File: src/rtl/add_arb_pkg.sv
// Shared definitions for the adder-sharing arbiter: datapath width,
// output-buffer state encoding and default parameter values.
package add_arb_pkg;

  localparam int ADD_W    = 32;
  localparam int NREQ_DEF = 4;
  localparam int CNTW_DEF = 16;

  typedef enum logic {
    EMPTY = 1'b0,
    FULL  = 1'b1
  } state_t;

endpackage

File: src/rtl/adder32.sv
// Plain 32-bit adder with carry in/out, shared between all requesters.
module adder32 (
  input  logic [31:0] a,
  input  logic [31:0] b,
  input  logic        ci,
  output logic [31:0] s,
  output logic        co
);

  assign {co, s} = {1'b0, a} + {1'b0, b} + {32'd0, ci};

endmodule

File: src/rtl/rr_arbiter.sv
// Combinational round-robin picker: first set request at or after ptr,
// wrapping modulo NREQ. The pointer register lives in the parent.
module rr_arbiter #(
  parameter  int NREQ = 4,
  localparam int IDW  = $clog2(NREQ)
) (
  input  logic [NREQ-1:0] req,
  input  logic [IDW-1:0]  ptr,
  input  logic            en,
  output logic [NREQ-1:0] gnt,
  output logic [IDW-1:0]  gnt_id
);

  logic found;
  int   idx;

  // NOTE: every always_comb output gets a default first so no path can infer a latch.
  always_comb begin
    gnt    = '0;
    gnt_id = '0;
    found  = 1'b0;
    idx    = 0;
    if (en) begin
      for (int k = 0; k < NREQ; k++) begin
        idx = (int'(ptr) + k) % NREQ;
        if (!found && req[idx]) begin
          gnt[idx] = 1'b1;
          gnt_id   = IDW'(idx);
          found    = 1'b1;
        end
      end
    end
  end

endmodule

File: src/rtl/add_share_arb.sv
// Round-robin arbiter sharing one adder32 between NREQ requesters, with a
// single-entry result register. Define ADD_ARB_STATS_EN for grant counters.
module add_share_arb
  import add_arb_pkg::*;
#(
  parameter  int NREQ = NREQ_DEF,
`ifdef ADD_ARB_STATS_EN
  parameter  int CNTW = CNTW_DEF,
`endif
  localparam int IDW  = $clog2(NREQ)
) (
  input  logic                  clk,
  input  logic                  rst,
  input  logic [NREQ-1:0]       req_valid,
  input  logic [NREQ*ADD_W-1:0] req_a,
  input  logic [NREQ*ADD_W-1:0] req_b,
  input  logic [NREQ-1:0]       req_ci,
  output logic [NREQ-1:0]       req_ready,
  output logic                  resp_valid,
  input  logic                  resp_ready,
  output logic [ADD_W-1:0]      resp_sum,
  output logic                  resp_co,
  output logic [IDW-1:0]        resp_id
`ifdef ADD_ARB_STATS_EN
  ,
  output logic [NREQ*CNTW-1:0]  grant_cnt
`endif
);

  state_t           state, state_next;
  logic [IDW-1:0]   ptr;
  logic [IDW-1:0]   gnt_id;
  logic [NREQ-1:0]  gnt;
  logic             arb_en;
  logic             granted;
  logic [ADD_W-1:0] add_a, add_b, add_s;
  logic             add_ci, add_co;

  // NOTE: reset gates the arbiter enable so no request is accepted while rst is held,
  // even though the EMPTY state alone would otherwise allow a grant.
  assign arb_en     = ((state == EMPTY) || resp_ready) && !rst;
  assign granted    = |gnt;
  assign req_ready  = gnt;
  assign resp_valid = (state == FULL);

  rr_arbiter #(.NREQ(NREQ)) u_arb (
    .req    (req_valid),
    .ptr    (ptr),
    .en     (arb_en),
    .gnt    (gnt),
    .gnt_id (gnt_id)
  );

  // Idle adder inputs are forced to zero so the adder does not toggle.
  always_comb begin
    add_a  = '0;
    add_b  = '0;
    add_ci = 1'b0;
    if (granted) begin
      add_a  = req_a[int'(gnt_id)*ADD_W +: ADD_W];
      add_b  = req_b[int'(gnt_id)*ADD_W +: ADD_W];
      add_ci = req_ci[gnt_id];
    end
  end

  adder32 u_add (
    .a  (add_a),
    .b  (add_b),
    .ci (add_ci),
    .s  (add_s),
    .co (add_co)
  );

  always_comb begin
    state_next = state;
    unique case (state)
      EMPTY: if (granted) state_next = FULL;
      FULL:  if (resp_ready && !granted) state_next = EMPTY;
      default: state_next = EMPTY;
    endcase
  end

  // NOTE: sequential state uses non-blocking assignments so all registers
  // sample the same pre-edge values.
  always_ff @(posedge clk or posedge rst) begin
    if (rst) begin
      state    <= EMPTY;
      ptr      <= '0;
      resp_sum <= '0;
      resp_co  <= 1'b0;
      resp_id  <= '0;
    end else begin
      state <= state_next;
      if (granted) begin
        resp_sum <= add_s;
        resp_co  <= add_co;
        resp_id  <= gnt_id;
        ptr      <= (gnt_id == IDW'(NREQ - 1)) ? '0 : gnt_id + 1'b1;
      end
    end
  end

`ifdef ADD_ARB_STATS_EN
  for (genvar i = 0; i < NREQ; i++) begin : g_cnt
    logic [CNTW-1:0] cnt;

    // Saturating: holds at all-ones instead of wrapping.
    always_ff @(posedge clk or posedge rst) begin
      if (rst)                      cnt <= '0;
      else if (gnt[i] && cnt != '1) cnt <= cnt + 1'b1;
    end

    assign grant_cnt[i*CNTW +: CNTW] = cnt;
  end
`endif

endmodule

File: config.mk
export PLATFORM = sky130hd
export DESIGN_NAME = add_share_arb
export DESIGN_NICKNAME = d
export VERILOG_FILES = /design/src/rtl/add_arb_pkg.sv /design/src/rtl/adder32.sv /design/src/rtl/rr_arbiter.sv /design/src/rtl/add_share_arb.sv
export SDC_FILE = /design/constraint.sdc
export NUM_CORES = 1
export LEC_CHECK = 0
export BUFFER_PORTS_ARGS = -buffer_cell sky130_fd_sc_hd__buf_4
export CAP_MARGIN = 20
export CORE_ASPECT_RATIO = 0.75
export CORE_UTILIZATION = 40
export CTS_BUF_LIST = sky130_fd_sc_hd__clkbuf_4 sky130_fd_sc_hd__clkbuf_8
export DETAILED_ROUTE_END_ITERATION = 8
export GPL_ROUTABILITY_DRIVEN = 0
export PLACE_DENSITY = 0.69
export SLEW_MARGIN = 30
export SYNTH_ARGS = -nofsm -noshare
export SYNTH_HDL_FRONTEND = slang
export SYNTH_SLANG_ARGS = --single-unit
File: constraint.sdc
create_clock -name clk -period 7.2 [get_ports clk]
set_input_delay 0.36 -clock clk [delete_from_list [all_inputs] [get_ports clk]]
set_output_delay 0.36 -clock clk [all_outputs]
set_load 0.02 [all_outputs]
; ---- Word-level counts from Yosys, hierarchy flattened
; Index checks and enable logic that the tools add are counted.
[op_classes]
add_sub_neg = 6
multipliers = 0
n_div = 0
magnitude_cmp = 9
eq_ne = 1
shifts = 2
muxes = 47
n_bitwise = 7
n_reduce_logical = 19
[op_table]
columns = operator, n
row1 = $shiftx 128x8->32, 2
row2 = $mux 32, 2
row3 = $add 32x32->33, 1
row4 = $add 33x1->33, 1
row5 = $mux 4, 8
row6 = $mux 1, 21
row7 = $lt 3x4->1 const B, 3
row8 = $mux 2, 6
row9 = $or 4x4->4, 3
row10 = $bmux 1 s2, 5
row11 = $ge 3x1->1 const B, 3
row12 = $logic_and 1x1->1, 9
row13 = $demux 1 s2, 4
row14 = $lt 2x3->1 const B, 2
row15 = $reduce_or 2->1, 3
row16 = $logic_not 1->1, 5
row17 = $add 2x1->2 const B, 2
row18 = $add 2x2->2 const B, 2
row19 = $reduce_or 4->1, 1
row20 = $and 1x1->1 const A, 3
row21 = $eq 2x2->1 const B, 1
row22 = $ge 2x1->1 const B, 1
row23 = $pmux 1 s2, 1
row24 = $logic_or 1x1->1, 1
row25 = $not 1->1, 1
[word_totals]
ff_bits = 38
latchBits = 0
ramBits = 0
mem_bits_ro = 0
output_inout_bits = 40
elab_cells = 96
mem_count = 0

; ---- Depth between registers and ports, before layout
[depth]
word_depth = 22
mapped_depth = 25

; ---- Cells and area by module
; A second synthesis with hierarchy kept.
[unflattened]
hier_cells = 552
area_unflattened_um2 = 5708.0
[by_module_without_submodules]
columns = mod, instances, cells_each, area_per_inst_um2, seq_area_each_um2
row1 = add_share_arb, 1, 239, 3437.0, 950.9
row2 = adder32, 1, 237, 1714.1, 0.0
row3 = rr_arbiter, 1, 76, 556.8, 0.0

; ---- Worst setup path after synthesis
; OpenSTA, ideal clock, no wires.
[synth_timing]
path_type = reg2reg
startpoint = register ptr[0]
endpoint = register resp_sum[20]
arrival_time_ns = 5.575
required_ns = 7.070
setup_slack_ns = 1.495
stages_incl_launch_ff = 24
synth_period_minus_slack_ns = 5.705
cell_sequence = dfrtp_1 buf_2 inv_1 ha_1 clkbuf_1 mux4_2 nor4b_4 a21oi_1 a311oi_1 buf_4 buf_8 buf_8 mux2i_1 o22ai_1 fa_1 fa_1 a211oi_1 o21ai_0 nor4bb_1 or2_1 a31o_2 a311oi_1 xnor2_1 o21ai_1
[synth_via]
elab_chain_cells = 20
[synth_rtl]
columns = item, line
row1 = start: declaration, add_share_arb.sv:31  ; logic [IDW-1:0] ptr;
row2 = start signal: assignment, add_share_arb.sv:98  ; ptr <= (gnt_id == IDW'(NREQ - 1)) ? '0 : gnt_id + 1'b1;
row3 = branches (longest 20 deep; another with $add 2x1->2), -
row4 = end signal: assignment, add_share_arb.sv:95  ; resp_sum <= add_s;
row5 = end: declaration, add_share_arb.sv:21  ; output logic [ADD_W-1:0] resp_sum,
; Several ways; the timed one is not identified. The select of a mux whose other input is x is not followed.
; A chain may end at the register's enable or synchronous reset.

; ---- Final worst setup path
[layout_timing]
startpoint = register ptr[0]
endpoint = register resp_co
[layout_via]
elab_chain_cells = 20
[layout_rtl]
columns = item, line
row1 = branches (longest 20 deep; another with $add 2x1->2), -
row2 = end signal: assignment, add_share_arb.sv:96  ; resp_co <= add_co;
row3 = end: declaration, add_share_arb.sv:22  ; output logic resp_co,
; Several ways; the timed one is not identified. The select of a mux whose other input is x is not followed.

==> impl_results.md <==
- Total CTS buffers: 5
- Post-Synth Adder-Cell Area: a little over 9%
- Final hold viol count: 0
- CTS Sinks: 38
- Critical path peak fanout: 70
- Worst setup path start: ptr[0]$_DFFE_PP0P_
- Slew @ Worst Pin: ~0.75 ns
- I/O pins: 307
- Async set-reset flop share out of synthesis: between 90% and 100%
- Synth Instances: ~660
- I/O Buffers: slightly above 300
- Worst skew pair latency: 0.30 ns
- Multiplexer area fraction after synthesis: 25.58%
- Worst setup margin: 0.6751 ns
- CP Class: reg2reg
- Final Cell Area: 8361 um2
- Ys flop type: dfrtp_1
- Global-route wire length before repair: 31.11 mm
- Top cells by count, synth: mux2i_1 (133), nand2_1 (72), o21ai_0 (49)
- Die Wd: roughly 140 um
- HPWL after DPL: 16.90 mm
- Hold WS: 0.1661 ns
- Initial Util: between 40% and 50%
- CP delay by family, top: compound AO/OA/AOI/OAI gates
- MaxCap Viol Count: 0
- Total negative setup slack: 0 ns
- Dpl cells: 1128
- Max-slew violation count: 0
- GR Overflow Total: 0
- Critical Path AT: between 6 and 7 ns
- Top-area cell type share of the netlist area: 22.70%
- Hold WC Path Type: in2async
- Drt drc: 0
- Unrepaired setup endpoints after global routing: false
- Largest family of logic cells by synthesized area: compound AO/OA/AOI/OAI gates
- Pin count of the biggest net entering global routing: between 70 and 80
- Iter 0 DRT Violations: 381
- Max IR drop VDD: around 0.16 mV
- Final wirelength: 20.05 mm
- Synth Area in Compound Gates: between 20 and 30%
- Cell area after synthesis: between 5000 and 6000 um2
- Outcome: complete, no violations
- Max-slew headroom: 49.96%
- Drt pass-1 iters: 4
- Max Root-Sink Buffers: 2
- Worst EP required: 7.40 ns
- CP peak stage delay: 0.70 ns
- Yosys warns: 0
- Critical path's slowest cell: dfrtp_1
- Fmax: roughly 150 MHz
- Clock root buffer: clkbuf_8
- ANT cells: 0
- Sequential area share after synthesis: about 16%
- Post-Synth XOR/XNOR Area: 3.435%
- Synth area leader: mux2i_1
- Final total power: roughly 2.8 mW
- Fin crit period: between 6 and 7 ns
- Area delta synth->final: 42.56%
- DP Area: 8218 um2
- Row count: 37
- CTS hold repair buffers: 0
- Syn nets: just under 1000
- WL/cell: 17.65 um
- Fin crit share: between 90% and 100%
- Pre-CTS setup slack: 0.7790 ns
- # setup viols final: 0
- Postcts setup bufs: 0
- Number of synthesized flops with an enable pin: 0
- Synth area leaders: mux2i_1 (23%), dfrtp_1 (16%), o22ai_2 (10%)
- Mapped Avg Cell Area: 8.832 um2
- Synth Register Bits: 38
- Most common cell in the synthesized netlist: mux2i_1
- Vias in the first global route: 5799
- Simple-Gate Fraction of Synth Area: 11.07%
- Cell area power density: 336.3 nW/um2
- GR Util All Layers: 26.29%
- Cts repair resizes: 0
- Vias per std cell: approximately 5.4
- Fillcell total: 1290
- Worst path cell trace: inv_1 -> ha_1 -> mux4_2 -> nor4b_4 -> a21oi_1 -> a311oi_4 -> buf_12 -> mux2i_1 -> o22ai_2 -> ha_1 -> o21ai_0 -> o21ai_0 -> nor4bb_1 -> o2111ai_1 -> nand2_1 -> nor2_1 -> o41a_1 -> o21ai_0
- Yosys cell types: 58
- Setup crit start kind: flop
- Pleak: 3.767 nW
- Std-Cell Core Area: 14030 um2
- Finished Layout Cells: 1136
- Core Util, Final: 59.60%
- CTS tree: built
- Share of layout cells above drive strength 1: 41.23%
- Final Skew: about 0.012 ns
- Detail Route Antenna Nets: 0
- Initial antenna violation count: 0
- Clock transition at the registers of the reported paths: approximately 0.08 ns
- Crit. End Element: flop
- H-tree depth: 2
- Vias: slightly above 6000
- Die H: ~110 um
- Fin nets: 1249
- Cell repeated most along the worst path: o21ai_0
- Crit path buf inv count: 2
- Critical R2R Launch: ptr[0]$_DFFE_PP0P_
- Die area: 15150 um2
[final cells by class]
class                   instances  area [um2]  share of cell area, %
repair buffers                316        2410                  28.82
inverters                      16       60.06                 0.7183
clock inverters                 2       60.06                 0.7183
multi-input cells             563        4553                  54.46
flip-flops and latches         38       950.9                  11.37
clock buffers                   6       82.58                 0.9877
well taps                     195       244.0                  2.918
[final timing paths]
kind	slack (ns)	depth (start not counted)	end
worst min-delay path	0.17	3	resp_valid$_DFF_PP0_
worst max register to register	0.68	18	resp_co$_DFFE_PP0P_
min in group clk	0.32	3	resp_valid$_DFF_PP0_
worst min register to register	0.48	2	resp_sum[31]$_DFFE_PP0P_
max in group asynchronous	6.69	3	resp_sum[18]$_DFFE_PP0P_
worst max-delay path	0.68	18	resp_co$_DFFE_PP0P_
[report_power, final]
| part | total [mW] | leakage [nW] | internal [mW] | switching (mW) |
|---|---|---|---|---|
| combinational | 2.22 | 3.20 | 0.951 | 1.27 |
| clock | 0.225 | 0.0714 | 0.148 | 0.0775 |
| sequential | 0.364 | 0.495 | 0.300 | 0.0645 |
| total | 2.81 | 3.77 | 1.40 | 1.41 |
[layer usage]
layer	track usage (%)	share of wire, %
met5	0	0
met4	4.455	0.87
met3	3.618	6.2
met2	40.08	44
met1	39.44	49
[registers in the layout, indices dropped and copies added (netlist names)]
| signal | count |
|---|---|
| resp_sum | 32 |
| ptr | 2 |
| resp_id | 2 |
| resp_co | 1 |
| resp_valid | 1 |
[cell usage in the layout, fill, tap and decap left out, types with 3 or more instances in the layout]
master	count
a211oi_1	6
a21o_1	12
a21oi_1	40
a221oi_1	3
and3_1	5
buf_12	3
buf_4	313
clkbuf_8	6
dfrtp_1	38
ha_1	40
inv_1	15
mux2_2	6
mux2i_1	133
mux4_2	4
nand2_1	72
nand2b_1	4
nand3_1	6
nand4_1	5
nor2_1	25
nor3_1	7
nor3b_1	3
o211ai_1	3
o21a_1	3
o21ai_0	49
o21bai_1	3
o22ai_1	20
o22ai_2	48
o31ai_1	4
o41ai_1	4
xnor2_1	12
xor2_1	11
[cells by family after synthesis]
logic type,after synthesis
muxes,144
DFF,38
xor gates and xnor gates,23
adders and majority gates,42
buffers and inverters,63
AOI/OAI and AO/OA,214
and+or+nand+nor,140
[tightest hold or removal path, delay by kind of cell]
family / cells / cell delay (ns)
buffers and inverters: 3 / 0.55
(Power assumes the default switching activity.)
